## config.mk

```make
export PLATFORM = sky130hd
export DESIGN_NAME = reset_sequencer
export DESIGN_NICKNAME = d
export VERILOG_FILES = /design/src/rtl/reset_sequencer.sv
export SDC_FILE = /design/constraint.sdc
export NUM_CORES = 1
export LEC_CHECK = 0
export BUFFER_PORTS_ARGS = -buffer_cell sky130_fd_sc_hd__buf_2
export CORE_MARGIN = 2
export CORE_UTILIZATION = 46
export DETAILED_ROUTE_END_ITERATION = 12
export GPL_ROUTABILITY_DRIVEN = 1
export PLACE_DENSITY = 0.7
export SYNTH_ARGS = -nofsm -noshare
export SYNTH_HDL_FRONTEND = slang
export SYNTH_SLANG_ARGS = --single-unit
```

## constraint.sdc

```tcl
create_clock -name clk -period 4.45 [get_ports clk]
set_input_delay 0.6675 -clock clk [delete_from_list [all_inputs] [get_ports clk]]
set_output_delay 0.6675 -clock clk [all_outputs]
set_load 0.05 [all_outputs]
```

## src/rtl/reset_sequencer.sv

```systemverilog
// rtl/reset_sequencer.sv - staged sub-block reset release with per-stage init-done watchdog
// Optional feature macro: RESET_SEQ_RETRY_EN (re-hold and retry a timed-out stage up to MAX_RETRIES times)
module reset_sequencer #(
    parameter int NUM_STAGES    = 4,
    parameter int HOLD_CYCLES   = 8,
    parameter int STAGE_TIMEOUT = 32,
    parameter int MAX_RETRIES   = 2,
    localparam int SW           = (NUM_STAGES > 1) ? $clog2(NUM_STAGES) : 1
) (
    input  logic                  clk,
    input  logic                  rst,
    output logic [NUM_STAGES-1:0] stage_rst_o,
    input  logic [NUM_STAGES-1:0] stage_done_i,
    output logic                  sys_ready_o,
    output logic                  err_o,
    output logic [SW-1:0]         err_stage_o,
    output logic [SW-1:0]         cur_stage_o
);

    localparam int TMAX = (HOLD_CYCLES > STAGE_TIMEOUT) ? HOLD_CYCLES : STAGE_TIMEOUT;
    localparam int TW   = $clog2(TMAX + 1);
    localparam logic [TW-1:0] HOLD_LAST  = TW'(HOLD_CYCLES - 1);
    localparam logic [TW-1:0] TO_LAST    = TW'(STAGE_TIMEOUT - 1);
    localparam logic [SW-1:0] LAST_STAGE = SW'(NUM_STAGES - 1);

    typedef enum logic [2:0] {
        ST_HOLD,
        ST_WAIT,
        ST_READY,
        ST_ERROR
`ifdef RESET_SEQ_RETRY_EN
        , ST_RETRY_HOLD
`endif
    } state_t;

    state_t                state_q, state_d;
    logic [TW-1:0]         timer_q, timer_d;
    logic [NUM_STAGES-1:0] stage_rst_q, stage_rst_d;
    logic                  ready_q, ready_d;
    logic                  err_q, err_d;
    logic [SW-1:0]         err_stage_q, err_stage_d;
    logic [SW-1:0]         cur_q, cur_d;
    logic                  done_cur;
    logic                  timeout_hit;
    logic                  retry_ok;

`ifdef RESET_SEQ_RETRY_EN
    localparam int RW = (MAX_RETRIES > 0) ? $clog2(MAX_RETRIES + 1) : 1;
    logic [RW-1:0] retry_q, retry_d;
    assign retry_ok = (retry_q < RW'(MAX_RETRIES));
`else
    logic unused_max_retries;
    assign unused_max_retries = ^MAX_RETRIES;
    assign retry_ok           = 1'b0;
`endif

    assign done_cur    = stage_done_i[cur_q];
    assign timeout_hit = (STAGE_TIMEOUT > 0) && (timer_q == TO_LAST);

    always_comb begin
        state_d     = state_q;
        timer_d     = timer_q;
        stage_rst_d = stage_rst_q;
        ready_d     = ready_q;
        err_d       = err_q;
        err_stage_d = err_stage_q;
        cur_d       = cur_q;
`ifdef RESET_SEQ_RETRY_EN
        retry_d     = retry_q;
`endif
        case (state_q)
            ST_HOLD: begin
                if (timer_q == HOLD_LAST) begin
                    stage_rst_d[0] = 1'b0;
                    cur_d          = '0;
                    timer_d        = '0;
                    state_d        = ST_WAIT;
                end else begin
                    timer_d = timer_q + TW'(1);
                end
            end
            ST_WAIT: begin
                // done is checked before the watchdog so an ack on the timeout edge still advances
                if (done_cur) begin
                    timer_d = '0;
`ifdef RESET_SEQ_RETRY_EN
                    retry_d = '0;
`endif
                    if (cur_q == LAST_STAGE) begin
                        ready_d = 1'b1;
                        state_d = ST_READY;
                    end else begin
                        stage_rst_d[cur_q + SW'(1)] = 1'b0;
                        cur_d                       = cur_q + SW'(1);
                    end
                end else if (timeout_hit) begin
                    timer_d = '0;
                    if (retry_ok) begin
                        stage_rst_d[cur_q] = 1'b1;
`ifdef RESET_SEQ_RETRY_EN
                        retry_d = retry_q + RW'(1);
                        state_d = ST_RETRY_HOLD;
`endif
                    end else begin
                        stage_rst_d = '1;
                        err_d       = 1'b1;
                        err_stage_d = cur_q;
                        state_d     = ST_ERROR;
                    end
                end else if (STAGE_TIMEOUT > 0) begin
                    timer_d = timer_q + TW'(1);
                end
            end
`ifdef RESET_SEQ_RETRY_EN
            ST_RETRY_HOLD: begin
                if (timer_q == HOLD_LAST) begin
                    stage_rst_d[cur_q] = 1'b0;
                    timer_d            = '0;
                    state_d            = ST_WAIT;
                end else begin
                    timer_d = timer_q + TW'(1);
                end
            end
`endif
            ST_READY: begin
            end
            ST_ERROR: begin
            end
            default: begin
                state_d = ST_HOLD;
            end
        endcase
    end

    always_ff @(posedge clk) begin
        if (rst) begin
            state_q     <= ST_HOLD;
            timer_q     <= '0;
            stage_rst_q <= '1;
            ready_q     <= 1'b0;
            err_q       <= 1'b0;
            err_stage_q <= '0;
            cur_q       <= '0;
`ifdef RESET_SEQ_RETRY_EN
            retry_q     <= '0;
`endif
        end else begin
            state_q     <= state_d;
            timer_q     <= timer_d;
            stage_rst_q <= stage_rst_d;
            ready_q     <= ready_d;
            err_q       <= err_d;
            err_stage_q <= err_stage_d;
            cur_q       <= cur_d;
`ifdef RESET_SEQ_RETRY_EN
            retry_q     <= retry_d;
`endif
        end
    end

    assign stage_rst_o = stage_rst_q;
    assign sys_ready_o = ready_q;
    assign err_o       = err_q;
    assign err_stage_o = err_stage_q;
    assign cur_stage_o = cur_q;

endmodule

```

==> run metrics, run 1 <==
Via-to-Cell Ratio ~5.2; startpoint type of the worst setup path register; Crit path required time approximately 4.6 ns; first-pass GRT wire length between 2000 and 3000 um; synth cell count leaders 18 x dfxtp_1, 15 x nor2_1, 7 x nand2_1; P_leak between 0.3 and 0.4 nW; DIE AREA between 2000 and 2500 um2; max-slew violation count 0; CTS Buf Count 3; H-tree depth 1; layout cells sized above 1 between 20% and 30%; synth top area cells dfxtp_1 39%, ha_1 6.8%, nor2_1 6.1%, mux2i_1 5.4%, bufbuf_16 3.5%; total clock sinks 18; die height just under 50 um; CTS clk-pin slew, worst paths ~0.090 ns; Mapped Cells 94; Final Net Count around 120; most common cell in the netlist dfxtp_1; Tmin final between 2 and 2.5 ns; number of top-level pins 16; drt first-iter violations 6; synthesized flop and latch total 18; period utilization a little under half; overall routing resource usage between 15 and 20%; min-delay src stage_rst_o[3]$_SDFFE_PP1P_; Yosys warnings 0; skew final roughly 0.0013 ns; final non-filler cell total 137; DRC 0; critical path endpoint category register; slew margin rel. 69.1%; vias in the first global route 671; Skew-Pair Late Insertion Delay 0.29 ns; setup_tns 0 ns; starting density of the core 47.9%; share of the synthesized area in the top cell type ~40%; routed len/inst 12.3 um; synth unique cells 34; CP max stage cell mux4_2; Fmax slightly below 0.5 GHz; Worst VDD drop 0.000146 V; Worst Tran Pin Value about 0.46 ns; pwr dens approximately 260 nW/um2; detailed placement HPWL around 1200 um; Root Buffer Master clkbuf_4; kind of critical path reg -> reg; status finished clean; Seq/Total Area, Yosys 39.1%; final core utilization a little over half; Area Growth Syn to Fin 9.78%; 1st-pass router iterations 4; GPL Wtd Cong 0.777; cts hold-fix bufs 0; initial antenna violation count 0; DIE WIDTH 48.7 um; diodes inserted 0; max-cap violations 0; Worst EP arrival about 2.2 ns; WHS between 0.4 and 0.5 ns; Finish-stage setup viols 0; cell taking the most area after synthesis dfxtp_1; r2r setup slk 2.38 ns; Syn Area/Cell between 9 and 10 um2; critical path fanouts, max 9; CTS tree yes; # resized after CTS 0; Hold Path Class reg -> reg; Critical R2R Launch cur_stage_o[0]$_SDFFE_PP0P_; final WL 1690 um; Post-CTS Setup Inserts 0; grt ovf 0; critical path, cell by cell mux4_2 -> nor4_4 -> mux2i_1 -> nor2_1; Final Hold Fails 0; Rows 16; ANT nets after route 0; post-synth design cell area about 920 um2; delay-heaviest family, CP multiplexers; deepest clock path buffer count 2; largest net degree at the start of global routing 17; syn_nets 105; via count just over 700; Post-Place Cells 134; RSZ-0062 raised after global routing false; Buf+Inv Stages, Crit Path 0; top_reg_cell synth dfxtp_1; port bufs 15; largest stage delay on the critical path ~0.67 ns; core area between 1500 and 2000 um2; EDFF count, synth 0; Post-synth ARST share 0%; critical path startpoint cur_stage_o[0]$_SDFFE_PP0P_
-- worst paths after layout --
check,end,cells past startpoint
max,err_stage_o[1]$_SDFFE_PP0P_,4
max reg2reg,err_stage_o[1]$_SDFFE_PP0P_,4
min reg2reg,stage_rst_o[3]$_SDFFE_PP1P_,1
min,stage_rst_o[3]$_SDFFE_PP1P_,1
-- layer usage --
layer	vias to the layer above	routed length [um]	GRT usage (%)
li1	364	-	-
met1	327	823	19.0
met2	11	768	26.7
met3	4	48	3.09
met4	0	46	11.4
met5	-	0	0
-- registers in the layout (all words and copies together), names as in the netlist --
| signal | cells |
|---|---|
| state_q | 2 |
| timer_q | 6 |
| err_stage_o | 2 |
| sys_ready_o | 1 |
| stage_rst_o | 4 |
| cur_stage_o | 2 |
| err_o | 1 |
-- placed cells by master (no fill, tap or decap) --
master	Yosys	layout
a21boi_0	1	1
nor4_4	1	1
nand2_1	7	7
o21ai_0	1	1
a21oi_1	1	1
buf_2	0	15
nor2b_1	5	5
or2_2	1	1
a31oi_1	3	3
a32oi_1	1	1
nand2b_1	1	1
xnor2_1	2	2
nor4_1	1	1
mux2i_1	5	5
clkbuf_4	0	3
ha_1	5	5
inv_1	4	4
a21o_2	1	1
dfxtp_1	18	18
o21ba_2	1	1
or3_1	1	1
o31ai_1	1	1
mux4_2	1	1
nor2_1	15	15
a22oi_1	1	1
a311oi_1	1	1
a211o_2	3	3
nand4_1	1	1
nand3_1	2	2
nand3b_1	1	1
xor2_1	3	3
and3_2	1	1
nand4b_1	1	1
o211ai_1	1	1
-- power by group --
part	internal (mW)	switching (mW)
logic	0.00844	0.0109
registers	0.164	0.00280
clock network	0.0315	0.0470
-- cells by family after synthesis --
kind of cell / synth area share, %
and+or+nand+nor: 21.7
DFF: 39.1
AOI/OAI and AO/OA: 13.6
buffers and inverters: 6.11
muxes: 7.88
xor gates and xnor gates: 4.76
adders and majority gates: 6.79
-- stage by stage --
| step | setup WS (ns) | instance area, um2 | power (mW) |
|---|---|---|---|
| 2_1_floorplan | 2.24 | 921 | 0.184 |
| 3_3_place_gp | 2.25 | 988 | 0.189 |
| 3_5_place_dp | 2.21 | 988 | 0.190 |
| 4_1_cts | 2.35 | 1010 | 0.269 |
| 5_1_grt | 2.19 | 1010 | 0.279 |
| 6_report | 2.38 | 1010 | 0.265 |
-- layout make-up --
type,instances,area [um2]
well taps,27,33.8
multi-input cells,70,504
repair buffers,15,75.1
inverters,4,15.0
clock buffers,3,22.5
fillers,199,911
flip-flops and latches,18,360
Note: power is estimated with default switching activity, not from simulation.
==> run 2, diff against run 1 <==
- clock period: 4.45 -> 2.05 ns (I/O delays scaled with it)
==> run 2 against run 1 <==
Net effect: power increased by 140%; critical endpoint is now err_stage_o[0]$_SDFFE_PP0P_; critical path depth stayed put; flip-flop and latch count unchanged; wire length up 4.3%; first-iteration DRC count rose to 3.8 times the previous value; fmax grew 13%; register-to-register slack got worse by 2.2 ns.
==> run metrics, run 2 (same netlist as run 1, synthesis figures left out) <==
status finished clean; RSZ-0062 raised after global routing false; Finish-stage setup viols 0; starting density of the core between 40% and 50%; drt first-iter violations 23; Post-CTS Setup Inserts 0; Root Buffer Master clkbuf_4; critical path fanouts, max 9; startpoint type of the worst setup path register; P_leak roughly 0.4 nW; Tmin final about 1.8 ns; Final Hold Fails 0; H-tree depth 1; ANT nets after route 0; max reg flops 6; slew margin rel. 76.2%; WHS Endpoint err_stage_o[0]$_SDFFE_PP0P_; core area 1920 um2; die height between 40 and 50 um; GPL Wtd Cong 0.790; period utilization 89.2%; first-pass GRT wire length 3000 um; critical path, cell by cell mux4_2 -> nor4_4 -> mux2i_1 -> nor2_1; largest net degree at the start of global routing 17; setup_tns 0 ns; CTS tree yes; grt ovf 0; Worst VDD drop about 0.00038 V; Critical R2R Capture err_stage_o[0]$_SDFFE_PP0P_; Worst EP arrival 2.02 ns; Worst Tran Pin Value roughly 0.35 ns; DIE WIDTH 48.7 um; overall routing resource usage 16.0%; Reg2Reg Depth 4; delay-heaviest family, CP multiplexers; port bufs 15; max-cap violations 0; r2r setup slk around 0.22 ns; pwr dens roughly 600 nW/um2; Hold Path Class in -> reg; critical path endpoint category register; Buf+Inv Stages, Crit Path 0; most common cell after layout, fill and taps aside dfxtp_1; most frequent cells in the layout 17 x dfxtp_1, 15 x nor2_1, 15 x buf_2; deepest clock path buffer count 2; Via-to-Cell Ratio 5.37; largest stage delay on the critical path 0.64 ns; Critical R2R Launch cur_stage_o[0]$_SDFFE_PP0P_; Area Growth Syn to Fin 13.0%; CTS Buf Count 3; cts hold-fix bufs 0; total power 0.627 mW; Largest Register timer_q; detailed placement HPWL 1310 um; diodes inserted 0; 1st-pass router iterations 4; kind of critical path reg -> reg; # resized after CTS 0; max-slew violation count 0; hold depth 2; min-delay src rst; DIE AREA ~2400 um2; final WL approximately 1800 um; skew final between 0.005 and 0.006 ns; layout cells sized above 1 a little over a quarter; DRC 0; total clock sinks 18; initial antenna violation count 0; routed len/inst 12.6 um; vias in the first global route around 690; number of top-level pins 16; Crit path required time about 2.2 ns; via count 752; CTS clk-pin slew, worst paths 0.10 ns; Rows 16; CP max stage cell mux4_2; Final Net Count roughly 130; Skew-Pair Late Insertion Delay approximately 0.3 ns; Fmax 0.547 GHz
-- run 2: cell types whose count changed in the layout (fill, tap and decap cells not counted), sizes merged --
cell,delta
clkbuf,+1
buf,+2
-- run 2: area by class of cell --
class,instances,area (um2)
multi-input cells,70,504
inverters,4,15.0
repair buffers,17,90.1
clock buffers,4,36.3
fillers,180,881
well taps,27,33.8
flip-flops and latches,18,362
-- run 2: stage by stage --
stage	instances	util, %	cell area, um2	hold WS (ns)	worst slack [ns]
global route	140	54.2	1040	0.359	0.0883
finish	140	54.2	1040	0.352	0.221
floorplan	94	-	922	0.403	0.0263
CTS	140	54.2	1040	0.349	0.212
detailed placement	136	52.3	1000	0.454	0.226
global placement	136	52.3	1000	0.445	0.269
-- run 2: layer usage --
metal | track usage (%) | share of wire [%] | vias to the layer above
li1 | - | - | 368
met1 | 20.5 | 48 | 362
met5 | 0 | 0 | -
met4 | 5.71 | 0.40 | 0
met2 | 26.7 | 46 | 20
met3 | 3.09 | 4.6 | 2
-- run 2: power breakdown --
group / leakage [nW] / internal [mW] / switching (mW)
clock network: 0.0210 / 0.108 / 0.114
logic: 0.235 / 0.0184 / 0.0238
registers: 0.146 / 0.356 / 0.00627
-- run 2: worst max path at each step --
stage | cells after the start | to | slack, ns | start
global placement | 4 | err_stage_o[1]$_SDFFE_PP0P_ | 0.27 | cur_stage_o[0]$_SDFFE_PP0P_
detailed placement | 4 | err_stage_o[1]$_SDFFE_PP0P_ | 0.23 | cur_stage_o[0]$_SDFFE_PP0P_
finish | 4 | err_stage_o[0]$_SDFFE_PP0P_ | 0.22 | cur_stage_o[0]$_SDFFE_PP0P_
CTS | 4 | err_stage_o[0]$_SDFFE_PP0P_ | 0.21 | cur_stage_o[0]$_SDFFE_PP0P_
global route | 4 | err_stage_o[1]$_SDFFE_PP0P_ | 0.09 | cur_stage_o[0]$_SDFFE_PP0P_
floorplan | 4 | err_stage_o[1]$_SDFFE_PP0P_ | 0.03 | cur_stage_o[1]$_SDFFE_PP0P_
==> run 3, diff against run 2 <==
- ABC_AREA: unset -> 1
- PLACE_DENSITY: 0.7 -> 0.69
==> run 3 against run 2 <==
Net effect: flip-flop and latch count unchanged; cell count increased by 24%; die area increased by 4.4%; hold slack got worse by 0.062 ns; synthesized area increased by 4.8%; final area increased by 5.9%.
==> run metrics, run 3 <==
starting density of the core about half; Critical R2R Launch timer_q[0]$_SDFFE_PP0P_; Crit path required time between 2 and 2.5 ns; diodes inserted 0; Skew-Pair Late Insertion Delay between 0.2 and 0.3 ns; RSZ-0062 raised after global routing false; Via-to-Cell Ratio 4.92; Post-Place Cells 170; Reg2Reg Depth 9; sequential share of power between 40% and 50%; largest stage delay on the critical path roughly 0.4 ns; Post-Synth XOR/XNOR Area 0%; 1st-pass router iterations 4; max-cap violations 0; top_reg_cell synth dfxtp_1; critical path fanouts, max 7; P_leak about 0.51 nW; initial antenna violation count 0; vias in the first global route slightly below 800; period utilization roughly 76%; critical path, cell by cell ha_1 -> nand2_1 -> nor2_1 -> nand2_1 -> nand3b_4 -> nand2_2 -> nand2_1 -> nand2_1 -> nand3_1; DRC 0; GPL Wtd Cong 0.823; Largest Register timer_q; die height about 50 um; total clock sinks 18; DIE WIDTH between 40 and 50 um; synthesized flop and latch total 18; Rows 16; deepest clock path buffer count 2; Root Buffer Master clkbuf_4; Post-synth ARST share 0%; Post-CTS Setup Inserts 0; drt first-iter violations 26; Syn Area/Cell approximately 7.5 um2; Worst Tran Pin Value about 0.3 ns; syn_nets 140; via count 856; CTS tree yes; critical path endpoint category register; cell taking the most area after synthesis dfxtp_1; grt ovf 0; startpoint type of the worst setup path register; H-tree depth 1; CTS clk-pin slew, worst paths approximately 0.11 ns; kind of critical path reg -> reg; Final Hold Fails 0; Finish-stage setup viols 0; most common cell in the netlist nand2_1; share of the synthesized area in the top cell type between 30% and 40%; DP Area 1070 um2; first-pass GRT wire length roughly 3300 um; largest net degree at the start of global routing 11; synth cell count leaders 34 x nand2_1, 18 x dfxtp_1, 12 x nor2_1; Area Growth Syn to Fin 14.3%; Seq/Total Area, Yosys between 30% and 40%; P_sw 0.307 mW; Final Net Count between 150 and 200; CP max stage cell dfxtp_1; skew final ~0.0050 ns; WHS Endpoint err_stage_o[0]$_SDFFE_PP0P_; Clk pwr share around a quarter; Worst EP arrival approximately 1.7 ns; overall routing resource usage between 15 and 20%; Logic pwr share 28.6%; max reg flops 6; synth top area cells dfxtp_1 37%, nand2_1 13%, ha_1 6.5%, nand3_1 5.2%, nor2_1 4.7%; main combinational cell family by area after synthesis simple AND/OR/NAND/NOR gates; layout cells sized above 1 approximately a quarter; synth unique cells 26; ANT nets after route 0; hold depth 2; Post-Layout Inst Area approximately 1100 um2; Synth Area in Adders under 10%; final non-filler cell total about 170; cts hold-fix bufs 0; routed len/inst approximately 11 um; most frequent cells in the layout 34 x nand2_1, 18 x dfxtp_1, 15 x buf_2; Mapped Cells around 130; Pint 0.563 mW; r2r setup slk a little under 0.5 ns; pwr dens about 800 nW/um2; status finished clean; switching share of power 35.3%; Yosys warnings 0; detailed placement HPWL about 1400 um; final WL between 1500 and 2000 um; core area roughly 2000 um2; post-synth design cell area roughly 960 um2; Worst VDD drop approximately 0.00049 V; DIE AREA approximately 2500 um2; Critical R2R Capture stage_rst_o[2]$_SDFFE_PP1P_; Tmin final about 1.6 ns; setup_tns 0 ns; port bufs 15; min-delay src rst; slew margin rel. around 80%; mux contribution to synthesized area 0%; Hold Path Class in -> reg; Fmax roughly 0.64 GHz; EDFF count, synth 0; post-synthesis compound-gate area fraction between 10% and 20%; max-slew violation count 0; most common cell after layout, fill and taps aside nand2_1; simple-gate portion of the synthesized area around two fifths; CTS Buf Count 3; # resized after CTS 0; number of top-level pins 16; most frequent CP cell nand2_1
==> run 3: area by class of cell <==
cell class	instances	area (um2)
Inverter	16	61.3
Timing Repair Buffer	15	75.1
Sequential cell	18	360
Fill cell	218	860
Multi-Input combinational cell	94	536
Tap cell	27	33.8
Clock buffer	4	36.3
==> run 3: through the flow <==
stage	utilization, %	setup slack [ns]	total power, mW	hold WS (ns)
2_1_floorplan	-	0.396	0.609	0.437
3_3_place_gp	54.3	0.573	0.654	0.435
3_5_place_dp	54.3	0.527	0.658	0.445
4_1_cts	56.2	0.498	0.875	0.281
5_1_grt	56.2	0.291	0.922	0.305
6_report	56.2	0.493	0.869	0.290
==> run 3: worst max-delay path: cells and delay by family (launching register included) <==
kind | cells | cell delay, ns
adder cells (fa/ha/maj) | 1 | 0.19
flip-flops | 1 | 0.40
AND/OR/NAND/NOR | 8 | 0.84
==> run 3: worst max path at each step <==
stage | slack, ns | end | startpoint
floorplan | 0.40 | stage_rst_o[1]$_SDFFE_PP1P_ | cur_stage_o[0]$_SDFFE_PP0P_
global placement | 0.57 | stage_rst_o[2]$_SDFFE_PP1P_ | timer_q[0]$_SDFFE_PP0P_
detailed placement | 0.53 | stage_rst_o[3]$_SDFFE_PP1P_ | timer_q[0]$_SDFFE_PP0P_
CTS | 0.50 | stage_rst_o[3]$_SDFFE_PP1P_ | timer_q[0]$_SDFFE_PP0P_
global route | 0.29 | stage_rst_o[1]$_SDFFE_PP1P_ | timer_q[0]$_SDFFE_PP0P_
finish | 0.49 | stage_rst_o[2]$_SDFFE_PP1P_ | timer_q[0]$_SDFFE_PP0P_
==> run 3: metal layers <==
layer / routed length (um) / track usage, % / vias up
met5: 0 / 0 / -
met4: 15 / 5.56 / 0
met3: 85 / 2.73 / 2
met2: 821 / 26.2 / 20
met1: 930 / 25.0 / 384
li1: - / - / 450
==> run 3: power groups by stage <==
stage | Clock, mW | Sequential (mW) | Combinational, mW
6_report | 0.219 | 0.402 | 0.248
5_1_grt | 0.236 | 0.408 | 0.278
3_3_place_gp | 0 | 0.409 | 0.245
3_5_place_dp | 0 | 0.411 | 0.247
4_1_cts | 0.223 | 0.403 | 0.249
2_1_floorplan | 0 | 0.442 | 0.167
==> run 3: kinds of logic (layout without fill, tap and decap cells) <==
logic type	after synthesis	count (layout)
simple gates	72	72
flops	18	18
compound gates	17	17
buf+inv	17	35
fa+ha+maj	5	5
